<file path="src/rtl/frogger_play_core_if.sv">
// Gameplay bus of the Frogger play core.
// Carries the sync inputs and their delayed copies, the four movement
// buttons, the tile-type lookup under the frog, and the game state
// outputs (pixel counts, frog tile, packed car tiles, collision, score).
//   master : the surrounding top level / stimulus side (drives i_*, reads o_*)
//   slave  : the play core itself (reads i_*, drives o_*)
// All signals are plain levels sampled on the core's rising clock edge;
// there is no valid/ready handshake on this bus.
interface frogger_play_core_if #(
    parameter int NUM_CARS = 10
);
    logic                    i_HSync;
    logic                    i_VSync;
    logic                    i_Up_Mvt;
    logic                    i_Down_Mvt;
    logic                    i_Left_Mvt;
    logic                    i_Right_Mvt;
    logic [2:0]              i_Bitmap_Data;
    logic                    o_HSync;
    logic                    o_VSync;
    logic [9:0]              o_Col_Count;
    logic [9:0]              o_Row_Count;
    logic [5:0]              o_Frogger_X;
    logic [5:0]              o_Frogger_Y;
    logic [6*NUM_CARS-1:0]   o_Car_X;
    logic [6*NUM_CARS-1:0]   o_Car_Y;
    logic                    o_Collided;
    logic [6:0]              o_Score;

    modport master (
        output i_HSync, i_VSync, i_Up_Mvt, i_Down_Mvt, i_Left_Mvt, i_Right_Mvt,
        output i_Bitmap_Data,
        input  o_HSync, o_VSync, o_Col_Count, o_Row_Count, o_Frogger_X, o_Frogger_Y,
        input  o_Car_X, o_Car_Y, o_Collided, o_Score
    );

    modport slave (
        input  i_HSync, i_VSync, i_Up_Mvt, i_Down_Mvt, i_Left_Mvt, i_Right_Mvt,
        input  i_Bitmap_Data,
        output o_HSync, o_VSync, o_Col_Count, o_Row_Count, o_Frogger_X, o_Frogger_Y,
        output o_Car_X, o_Car_Y, o_Collided, o_Score
    );
endinterface

</file>
<file path="src/rtl/frogger_play_core.sv">
// Frogger gameplay core.
// Turns incoming H/V sync pulses into pixel column/row counters (tile
// index is count[9:5], 32-pixel tiles), moves the frog on the tile grid
// from button rising edges, steps a bank of lane cars once per slow tick,
// detects frog/car collisions and keeps a 0..99 score.
// Ports:
//   i_Clk   : pixel clock
//   i_Rst_L : synchronous active-low reset
//   bus     : frogger_play_core_if.slave (syncs, buttons, tile type in;
//             delayed syncs, counts, frog/car tiles, collision, score out)
module frogger_play_core #(
    parameter int                    TOTAL_COLS    = 800,
    parameter int                    TOTAL_ROWS    = 525,
    parameter int                    GAME_WIDTH    = 20,
    parameter int                    GAME_HEIGHT   = 15,
    parameter int                    NUM_CARS      = 10,
    parameter logic [6*NUM_CARS-1:0] CAR_SPEED     = {10{6'd1}},
    parameter logic [NUM_CARS-1:0]   CAR_DIRECTION = 10'b1010101010,
    parameter int                    MAX_X         = 20,
    parameter int                    SLOW_COUNT    = 2000000,
    parameter int                    START_X       = 10,
    parameter int                    START_Y       = 14
) (
    input  logic                  i_Clk,
    input  logic                  i_Rst_L,
    frogger_play_core_if.slave    bus
);

    localparam logic [2:0] TILE_WATER = 3'd2;
    localparam logic [2:0] TILE_LILY  = 3'd4;

    logic                  hsync_q, hsync_d;
    logic                  vsync_q, vsync_d;
    logic [9:0]            col_q, col_d;
    logic [9:0]            row_q, row_d;
    logic [3:0]            btn_q, btn_d;       // {up, down, left, right}
    logic [3:0]            btn_rise;
    logic [5:0]            frog_x_q, frog_x_d;
    logic [5:0]            frog_y_q, frog_y_d;
    logic [6:0]            score_q, score_d;
    logic                  collided_q, collided_d;
    logic [31:0]           slow_q, slow_d;
    logic                  car_tick;
    logic [5:0]            car_x_q [NUM_CARS];
    logic [5:0]            car_x_d [NUM_CARS];
    logic [6:0]            car_sum [NUM_CARS];
    logic [6:0]            car_spd [NUM_CARS];
    logic [6*NUM_CARS-1:0] car_x_flat;
    logic [6*NUM_CARS-1:0] car_y_flat;

    // Sync delay and pixel counters. A VSync rising edge restarts the frame.
    always_comb begin
        hsync_d = bus.i_HSync;
        vsync_d = bus.i_VSync;
        col_d   = col_q + 10'd1;
        row_d   = row_q;
        if (!vsync_q && bus.i_VSync) begin
            col_d = 10'd0;
            row_d = 10'd0;
        end else if (col_q == 10'(TOTAL_COLS - 1)) begin
            col_d = 10'd0;
            row_d = (row_q == 10'(TOTAL_ROWS - 1)) ? 10'd0 : row_q + 10'd1;
        end
    end

    // Frog movement and lily-pad / water / collision events.
    always_comb begin
        btn_d    = {bus.i_Up_Mvt, bus.i_Down_Mvt, bus.i_Left_Mvt, bus.i_Right_Mvt};
        btn_rise = btn_d & ~btn_q;
        frog_x_d = frog_x_q;
        frog_y_d = frog_y_q;
        score_d  = score_q;
        if (collided_q || bus.i_Bitmap_Data == TILE_WATER) begin
            frog_x_d = 6'(START_X);
            frog_y_d = 6'(START_Y);
        end else if (bus.i_Bitmap_Data == TILE_LILY) begin
            // Respawning on the same edge moves the frog off the pad, so a
            // single entry scores once.
            if (score_q < 7'd99) begin
                score_d = score_q + 7'd1;
            end
            frog_x_d = 6'(START_X);
            frog_y_d = 6'(START_Y);
        end else if (btn_rise[3]) begin
            if (frog_y_q != 6'd0) frog_y_d = frog_y_q - 6'd1;
        end else if (btn_rise[2]) begin
            if (frog_y_q != 6'(GAME_HEIGHT - 1)) frog_y_d = frog_y_q + 6'd1;
        end else if (btn_rise[1]) begin
            if (frog_x_q != 6'd0) frog_x_d = frog_x_q - 6'd1;
        end else if (btn_rise[0]) begin
            if (frog_x_q != 6'(GAME_WIDTH - 1)) frog_x_d = frog_x_q + 6'd1;
        end
    end

    // Slow tick and car motion. Arithmetic is 7 bits wide so X+speed never
    // overflows before the wrap is applied.
    always_comb begin
        car_tick = (slow_q == 32'(SLOW_COUNT - 1));
        slow_d   = car_tick ? 32'd0 : slow_q + 32'd1;
        for (int i = 0; i < NUM_CARS; i++) begin
            car_spd[i] = {1'b0, CAR_SPEED[6*i +: 6]};
            car_sum[i] = {1'b0, car_x_q[i]};
            if (car_tick) begin
                if (CAR_DIRECTION[i]) begin
                    car_sum[i] = {1'b0, car_x_q[i]} + car_spd[i];
                    if (car_sum[i] >= 7'(MAX_X)) begin
                        car_sum[i] = car_sum[i] - 7'(MAX_X);
                    end
                end else if ({1'b0, car_x_q[i]} < car_spd[i]) begin
                    car_sum[i] = {1'b0, car_x_q[i]} + 7'(MAX_X) - car_spd[i];
                end else begin
                    car_sum[i] = {1'b0, car_x_q[i]} - car_spd[i];
                end
            end
            car_x_d[i] = car_sum[i][5:0];
        end
    end

    // Collision uses the current (registered) positions, so the flag lags
    // the overlap by one cycle.
    always_comb begin
        collided_d = 1'b0;
        car_x_flat = '0;
        car_y_flat = '0;
        for (int i = 0; i < NUM_CARS; i++) begin
            car_x_flat[6*i +: 6] = car_x_q[i];
            car_y_flat[6*i +: 6] = 6'(i + 2);
            if (frog_x_q == car_x_q[i] && frog_y_q == 6'(i + 2)) begin
                collided_d = 1'b1;
            end
        end
    end

    always_ff @(posedge i_Clk) begin
        if (!i_Rst_L) begin
            hsync_q    <= 1'b0;
            vsync_q    <= 1'b0;
            col_q      <= 10'd0;
            row_q      <= 10'd0;
            btn_q      <= 4'd0;
            frog_x_q   <= 6'(START_X);
            frog_y_q   <= 6'(START_Y);
            score_q    <= 7'd0;
            collided_q <= 1'b0;
            slow_q     <= 32'd0;
            for (int i = 0; i < NUM_CARS; i++) begin
                car_x_q[i] <= 6'((2 * i) % MAX_X);
            end
        end else begin
            hsync_q    <= hsync_d;
            vsync_q    <= vsync_d;
            col_q      <= col_d;
            row_q      <= row_d;
            btn_q      <= btn_d;
            frog_x_q   <= frog_x_d;
            frog_y_q   <= frog_y_d;
            score_q    <= score_d;
            collided_q <= collided_d;
            slow_q     <= slow_d;
            for (int i = 0; i < NUM_CARS; i++) begin
                car_x_q[i] <= car_x_d[i];
            end
        end
    end

    assign bus.o_HSync     = hsync_q;
    assign bus.o_VSync     = vsync_q;
    assign bus.o_Col_Count = col_q;
    assign bus.o_Row_Count = row_q;
    assign bus.o_Frogger_X = frog_x_q;
    assign bus.o_Frogger_Y = frog_y_q;
    assign bus.o_Car_X     = car_x_flat;
    assign bus.o_Car_Y     = car_y_flat;
    assign bus.o_Collided  = collided_q;
    assign bus.o_Score     = score_q;

endmodule

</file>
<file path="src/flat_wrapper.sv">
// flat-port wrapper written by rule: the top's interface ports become plain ports
module frogger_play_core_flat 
#(
    parameter int                    TOTAL_COLS    = 800,
    parameter int                    TOTAL_ROWS    = 525,
    parameter int                    GAME_WIDTH    = 20,
    parameter int                    GAME_HEIGHT   = 15,
    parameter int                    NUM_CARS      = 10,
    parameter logic [6*NUM_CARS-1:0] CAR_SPEED     = {10{6'd1}},
    parameter logic [NUM_CARS-1:0]   CAR_DIRECTION = 10'b1010101010,
    parameter int                    MAX_X         = 20,
    parameter int                    SLOW_COUNT    = 2000000,
    parameter int                    START_X       = 10,
    parameter int                    START_Y       = 14
)
  (i_Clk, i_Rst_L, bus_i_HSync, bus_i_VSync, bus_i_Up_Mvt, bus_i_Down_Mvt, bus_i_Left_Mvt, bus_i_Right_Mvt, bus_i_Bitmap_Data, bus_o_HSync, bus_o_VSync, bus_o_Col_Count, bus_o_Row_Count, bus_o_Frogger_X, bus_o_Frogger_Y, bus_o_Car_X, bus_o_Car_Y, bus_o_Collided, bus_o_Score);
  frogger_play_core_if #(.NUM_CARS(NUM_CARS)) bus_i ();
  input  logic i_Clk;
  input  logic i_Rst_L;
  input wire logic [$bits(bus_i.i_HSync)-1:0] bus_i_HSync;
  input wire logic [$bits(bus_i.i_VSync)-1:0] bus_i_VSync;
  input wire logic [$bits(bus_i.i_Up_Mvt)-1:0] bus_i_Up_Mvt;
  input wire logic [$bits(bus_i.i_Down_Mvt)-1:0] bus_i_Down_Mvt;
  input wire logic [$bits(bus_i.i_Left_Mvt)-1:0] bus_i_Left_Mvt;
  input wire logic [$bits(bus_i.i_Right_Mvt)-1:0] bus_i_Right_Mvt;
  input wire logic [$bits(bus_i.i_Bitmap_Data)-1:0] bus_i_Bitmap_Data;
  output wire logic [$bits(bus_i.o_HSync)-1:0] bus_o_HSync;
  output wire logic [$bits(bus_i.o_VSync)-1:0] bus_o_VSync;
  output wire logic [$bits(bus_i.o_Col_Count)-1:0] bus_o_Col_Count;
  output wire logic [$bits(bus_i.o_Row_Count)-1:0] bus_o_Row_Count;
  output wire logic [$bits(bus_i.o_Frogger_X)-1:0] bus_o_Frogger_X;
  output wire logic [$bits(bus_i.o_Frogger_Y)-1:0] bus_o_Frogger_Y;
  output wire logic [$bits(bus_i.o_Car_X)-1:0] bus_o_Car_X;
  output wire logic [$bits(bus_i.o_Car_Y)-1:0] bus_o_Car_Y;
  output wire logic [$bits(bus_i.o_Collided)-1:0] bus_o_Collided;
  output wire logic [$bits(bus_i.o_Score)-1:0] bus_o_Score;
  assign bus_i.i_HSync = bus_i_HSync;
  assign bus_i.i_VSync = bus_i_VSync;
  assign bus_i.i_Up_Mvt = bus_i_Up_Mvt;
  assign bus_i.i_Down_Mvt = bus_i_Down_Mvt;
  assign bus_i.i_Left_Mvt = bus_i_Left_Mvt;
  assign bus_i.i_Right_Mvt = bus_i_Right_Mvt;
  assign bus_i.i_Bitmap_Data = bus_i_Bitmap_Data;
  assign bus_o_HSync = bus_i.o_HSync;
  assign bus_o_VSync = bus_i.o_VSync;
  assign bus_o_Col_Count = bus_i.o_Col_Count;
  assign bus_o_Row_Count = bus_i.o_Row_Count;
  assign bus_o_Frogger_X = bus_i.o_Frogger_X;
  assign bus_o_Frogger_Y = bus_i.o_Frogger_Y;
  assign bus_o_Car_X = bus_i.o_Car_X;
  assign bus_o_Car_Y = bus_i.o_Car_Y;
  assign bus_o_Collided = bus_i.o_Collided;
  assign bus_o_Score = bus_i.o_Score;
  frogger_play_core #(.TOTAL_COLS(TOTAL_COLS), .TOTAL_ROWS(TOTAL_ROWS), .GAME_WIDTH(GAME_WIDTH), .GAME_HEIGHT(GAME_HEIGHT), .NUM_CARS(NUM_CARS), .CAR_SPEED(CAR_SPEED), .CAR_DIRECTION(CAR_DIRECTION), .MAX_X(MAX_X), .SLOW_COUNT(SLOW_COUNT), .START_X(START_X), .START_Y(START_Y)) u_core (.i_Clk(i_Clk), .i_Rst_L(i_Rst_L), .bus(bus_i));
endmodule
</file>
<file path="config.mk">
export PLATFORM = sky130hd
export DESIGN_NAME = frogger_play_core_flat
export DESIGN_NICKNAME = d
export VERILOG_FILES = /design/src/rtl/frogger_play_core_if.sv /design/src/rtl/frogger_play_core.sv /design/src/flat_wrapper.sv
export SDC_FILE = /design/constraint.sdc
export NUM_CORES = 1
export LEC_CHECK = 0
export ABC_AREA = 1
export CAP_MARGIN = 20
export CELL_PAD_IN_SITES_DETAIL_PLACEMENT = 0
export CELL_PAD_IN_SITES_GLOBAL_PLACEMENT = 2
export CORE_ASPECT_RATIO = 2
export CORE_MARGIN = 10
export CORE_UTILIZATION = 29
export DETAILED_ROUTE_END_ITERATION = 6
export GPL_ROUTABILITY_DRIVEN = 0
export GPL_TIMING_DRIVEN = 0
export PLACE_DENSITY_LB_ADDON = 0.1
export SLEW_MARGIN = 5
export SYNTH_ARGS = -nofsm -noshare
export SYNTH_HDL_FRONTEND = slang
export SYNTH_SLANG_ARGS = --single-unit
</file>
<file path="constraint.sdc">
create_clock -name i_Clk -period 2.58 [get_ports i_Clk]
set_clock_uncertainty 0.05 [all_clocks]
set_input_delay 0.516 -clock i_Clk [delete_from_list [all_inputs] [get_ports i_Clk]]
set_output_delay 0.516 -clock i_Clk [all_outputs]
set_load 0.05 [all_outputs]
</file>
==> impl_metrics.env <==
export IMPL_outcome="completed"
export IMPL_hold_path_class="reg2reg"
export IMPL_vias=9237
export IMPL_slew_violations=0
export IMPL_period_needed_ns=2.47
export IMPL_htreeDepth=4
export IMPL_num_antenna_cells=0
export IMPL_cp_max_fo=6
export IMPL_layout_commonest_cell="nand2_1"
export IMPL_tightest_slew_ns=0.910
export IMPL_rsz0062_at_grt="false"
export IMPL_p_leak_uw=0.00497
export IMPL_clockRootBuffer="clkbuf_16"
export IMPL_antenna_found_initial=0
export IMPL_ys_seq_elements=138
export IMPL_multiInputGateArea_mm2=0.00549
export IMPL_die_w_um=147
export IMPL_synthAdderAreaFrac_pct=5.52
export IMPL_tns_ns=0
export IMPL_crit_reg2reg_launch="u_core.slow_q[0]"
export IMPL_crit_slowest_cell="clkdlybuf4s50_1"
export IMPL_stdcell_count=2028
export IMPL_required_ns=2.01
export IMPL_start_util_pct=29.5
export IMPL_synthXorXnorAreaFrac_pct=8.54
export IMPL_slowest_delay_ns=0.90
export IMPL_crit_buf_inv=1
export IMPL_hpwl_mm=28.4
export IMPL_finalSetupViolCount=0
export IMPL_synthArstFlopShare_pct=0
export IMPL_ys_top_cells_by_area="dfxtp_1, nand2_1, inv_1"
export IMPL_synth_top_family_by_area="simple AND/OR/NAND/NOR gates"
export IMPL_track_usage_pct=17.2
export IMPL_drive_gt1_share_pct=9.66
export IMPL_netlist_area_mm2=0.00934
export IMPL_powerDensity_mw_per_mm2=479
export IMPL_hold_violations=0
export IMPL_drt_pass1_iterations=5
export IMPL_setup_ws_ns=0.107
export IMPL_cap_violations=0
export IMPL_clkTransAtPathRegs_ns=0.07
export IMPL_ant_nets=0
export IMPL_pin_count=173
export IMPL_synthFlopType="dfxtp_1"
export IMPL_synth_compound_area_share_pct=8.48
export IMPL_place_ws_ns=-0.198
export IMPL_first_global_vias=9211
export IMPL_numPortBuffers=111
export IMPL_cts_tree="done"
export IMPL_cts_max_path_buffers=2
export IMPL_drt_iter0_drc=397
export IMPL_min_from="u_core.slow_q[0]"
export IMPL_yosys_area_top_type="dfxtp_1"
export IMPL_criticalPathCategory="reg2out"
export IMPL_critical_path_top_delay_family="buffers and inverters"
export IMPL_synth_mux_area_share_pct=0
export IMPL_grt_ovfl_total=0
export IMPL_path_cells="clkdlybuf4s50_1"
export IMPL_yosysSeqAreaShare_pct=29.6
export IMPL_synth_edf_count=0
export IMPL_worst_hold_slack_ns=0.400
export IMPL_relSlewSlack_pct=39.3
export IMPL_rows=92
export IMPL_register_area_mm2=0.00276
export IMPL_worstSetupEndpointType="primary output"
export IMPL_n_fill_cell=3452
export IMPL_syn_avg_cell_area_um2=6.64
export IMPL_fmax_mhz=404
export IMPL_dp_cells=1998
export IMPL_cts_buffers=17
export IMPL_wl_per_cell_um=17.3
export IMPL_drc_errors=0
export IMPL_area_growth_pct=25.9
export IMPL_fp_dieH_um=274
export IMPL_arrival_ns=1.91
export IMPL_grt_first_pass_wirelength_mm=52.7
export IMPL_vias_per_cell=4.55
export IMPL_ir_drop_mv=0.462
export IMPL_wl_mm=35.0
export IMPL_yosys_warnings=0
export IMPL_yosys_area_share_simple_pct=33.7
export IMPL_synth_top_area_share_pct=29.6
export IMPL_period_share_pct=95.9
export IMPL_worstSetupStartpoint="u_core.bus.o_Frogger_X[0]"
export IMPL_design_core_area_mm2=0.0317
export IMPL_final_nets=1645
export IMPL_clk_latency_ns=0.45
export IMPL_final_cell_mix="nand2_1, inv_1, nor2_1"
export IMPL_synth_cell_type_count=36
export IMPL_cts_hold_buffers=0
export IMPL_clock_sinks=138
export IMPL_dieArea_mm2=0.0402
export IMPL_syn_inst=1406
export IMPL_critPathLaunchType="register"
export IMPL_grt_max_degree=17
[final timing paths]
kind | end | slack, ns | cells past startpoint
max | bus_o_Frogger_X[0] | 0.11 | 1
min | u_core.slow_q[0] | 0.40 | 1
max reg2reg | u_core.car_x_q[0][35] | 0.30 | 8
min reg2reg | u_core.slow_q[0] | 0.40 | 1
[cell families (layout without fill, tap and decap cells)]
kind of cell | Yosys count | in the layout
compound gates | 154 | 154
fa+ha+maj | 40 | 40
other cells | 2 | 60
xor+xnor | 91 | 91
buf+inv | 280 | 421
simple gates | 701 | 701
flops | 138 | 138
[flip-flops by register name (all words and copies together) (netlist names)]
signal / count
u_core.bus.o_Col_Count: 10
u_core.bus.o_Score: 7
u_core.car_x_q: 60
u_core.bus.o_Collided: 1
u_core.btn_q: 4
u_core.bus.o_VSync: 1
u_core.bus.o_Frogger_Y: 6
u_core.slow_q: 32
u_core.bus.o_Frogger_X: 6
u_core.bus.o_Row_Count: 10
u_core.bus.o_HSync: 1
[through the flow]
stage / power [µW] / utilization [%] / cell area [µm²]
after floorplan: 3000 / - / 9550
after global placement: 3240 / 35.4 / 11200
after detailed placement: 3240 / 35.4 / 11200
after CTS: 5710 / 37.1 / 11800
after global routing: 5860 / 37.1 / 11800
final: 5640 / 37.1 / 11800
[layer usage]
layer,vias to the layer above,track usage [%],share of wire [%]
li1,4778,-,-
met5,-,0,0
met4,0,9.13,4.1
met2,172,35.6,59
met3,59,3.48,3.8
met1,4228,14.6,33
[cell type report]
class	instances	area share, %
Buffer	92	5.17
Clock buffer	18	3.65
Clock inverter	12	1.10
Inverter	188	6.00
Multi-Input combinational cell	1046	46.6
Sequential cell	138	23.5
Tap cell	423	4.50
Timing Repair Buffer	111	9.44
[where the power goes]
| group | switching, µW | internal (µW) | leakage, µW |
|---|---|---|---|
| clock network | 1050 | 1410 | 0.000267 |
| logic | 654 | 298 | 0.00359 |
| registers | 64.9 | 2170 | 0.00112 |
| total | 1760 | 3870 | 0.00497 |
[cell usage after synthesis, types with 6 or more instances]
master,number
nor3b_1,6
o21ai_1,12
or2_2,13
nand3_1,109
inv_2,8
nor3_1,40
a21oi_1,89
nor3_2,7
ha_1,38
buf_4,62
xnor2_1,51
nand2_1,314
nor2_1,149
nand4_1,45
buf_2,24
inv_1,179
xor2_1,40
o21ai_0,42
o22ai_1,6
dfxtp_1,138
[what timing repair did]
item	in CTS	in global routing
setup endpoints to repair	1	1
hold endpoints to repair	0	0
resized for setup	1	1
setup buffers	0	0
(Power assumes the default switching activity.)
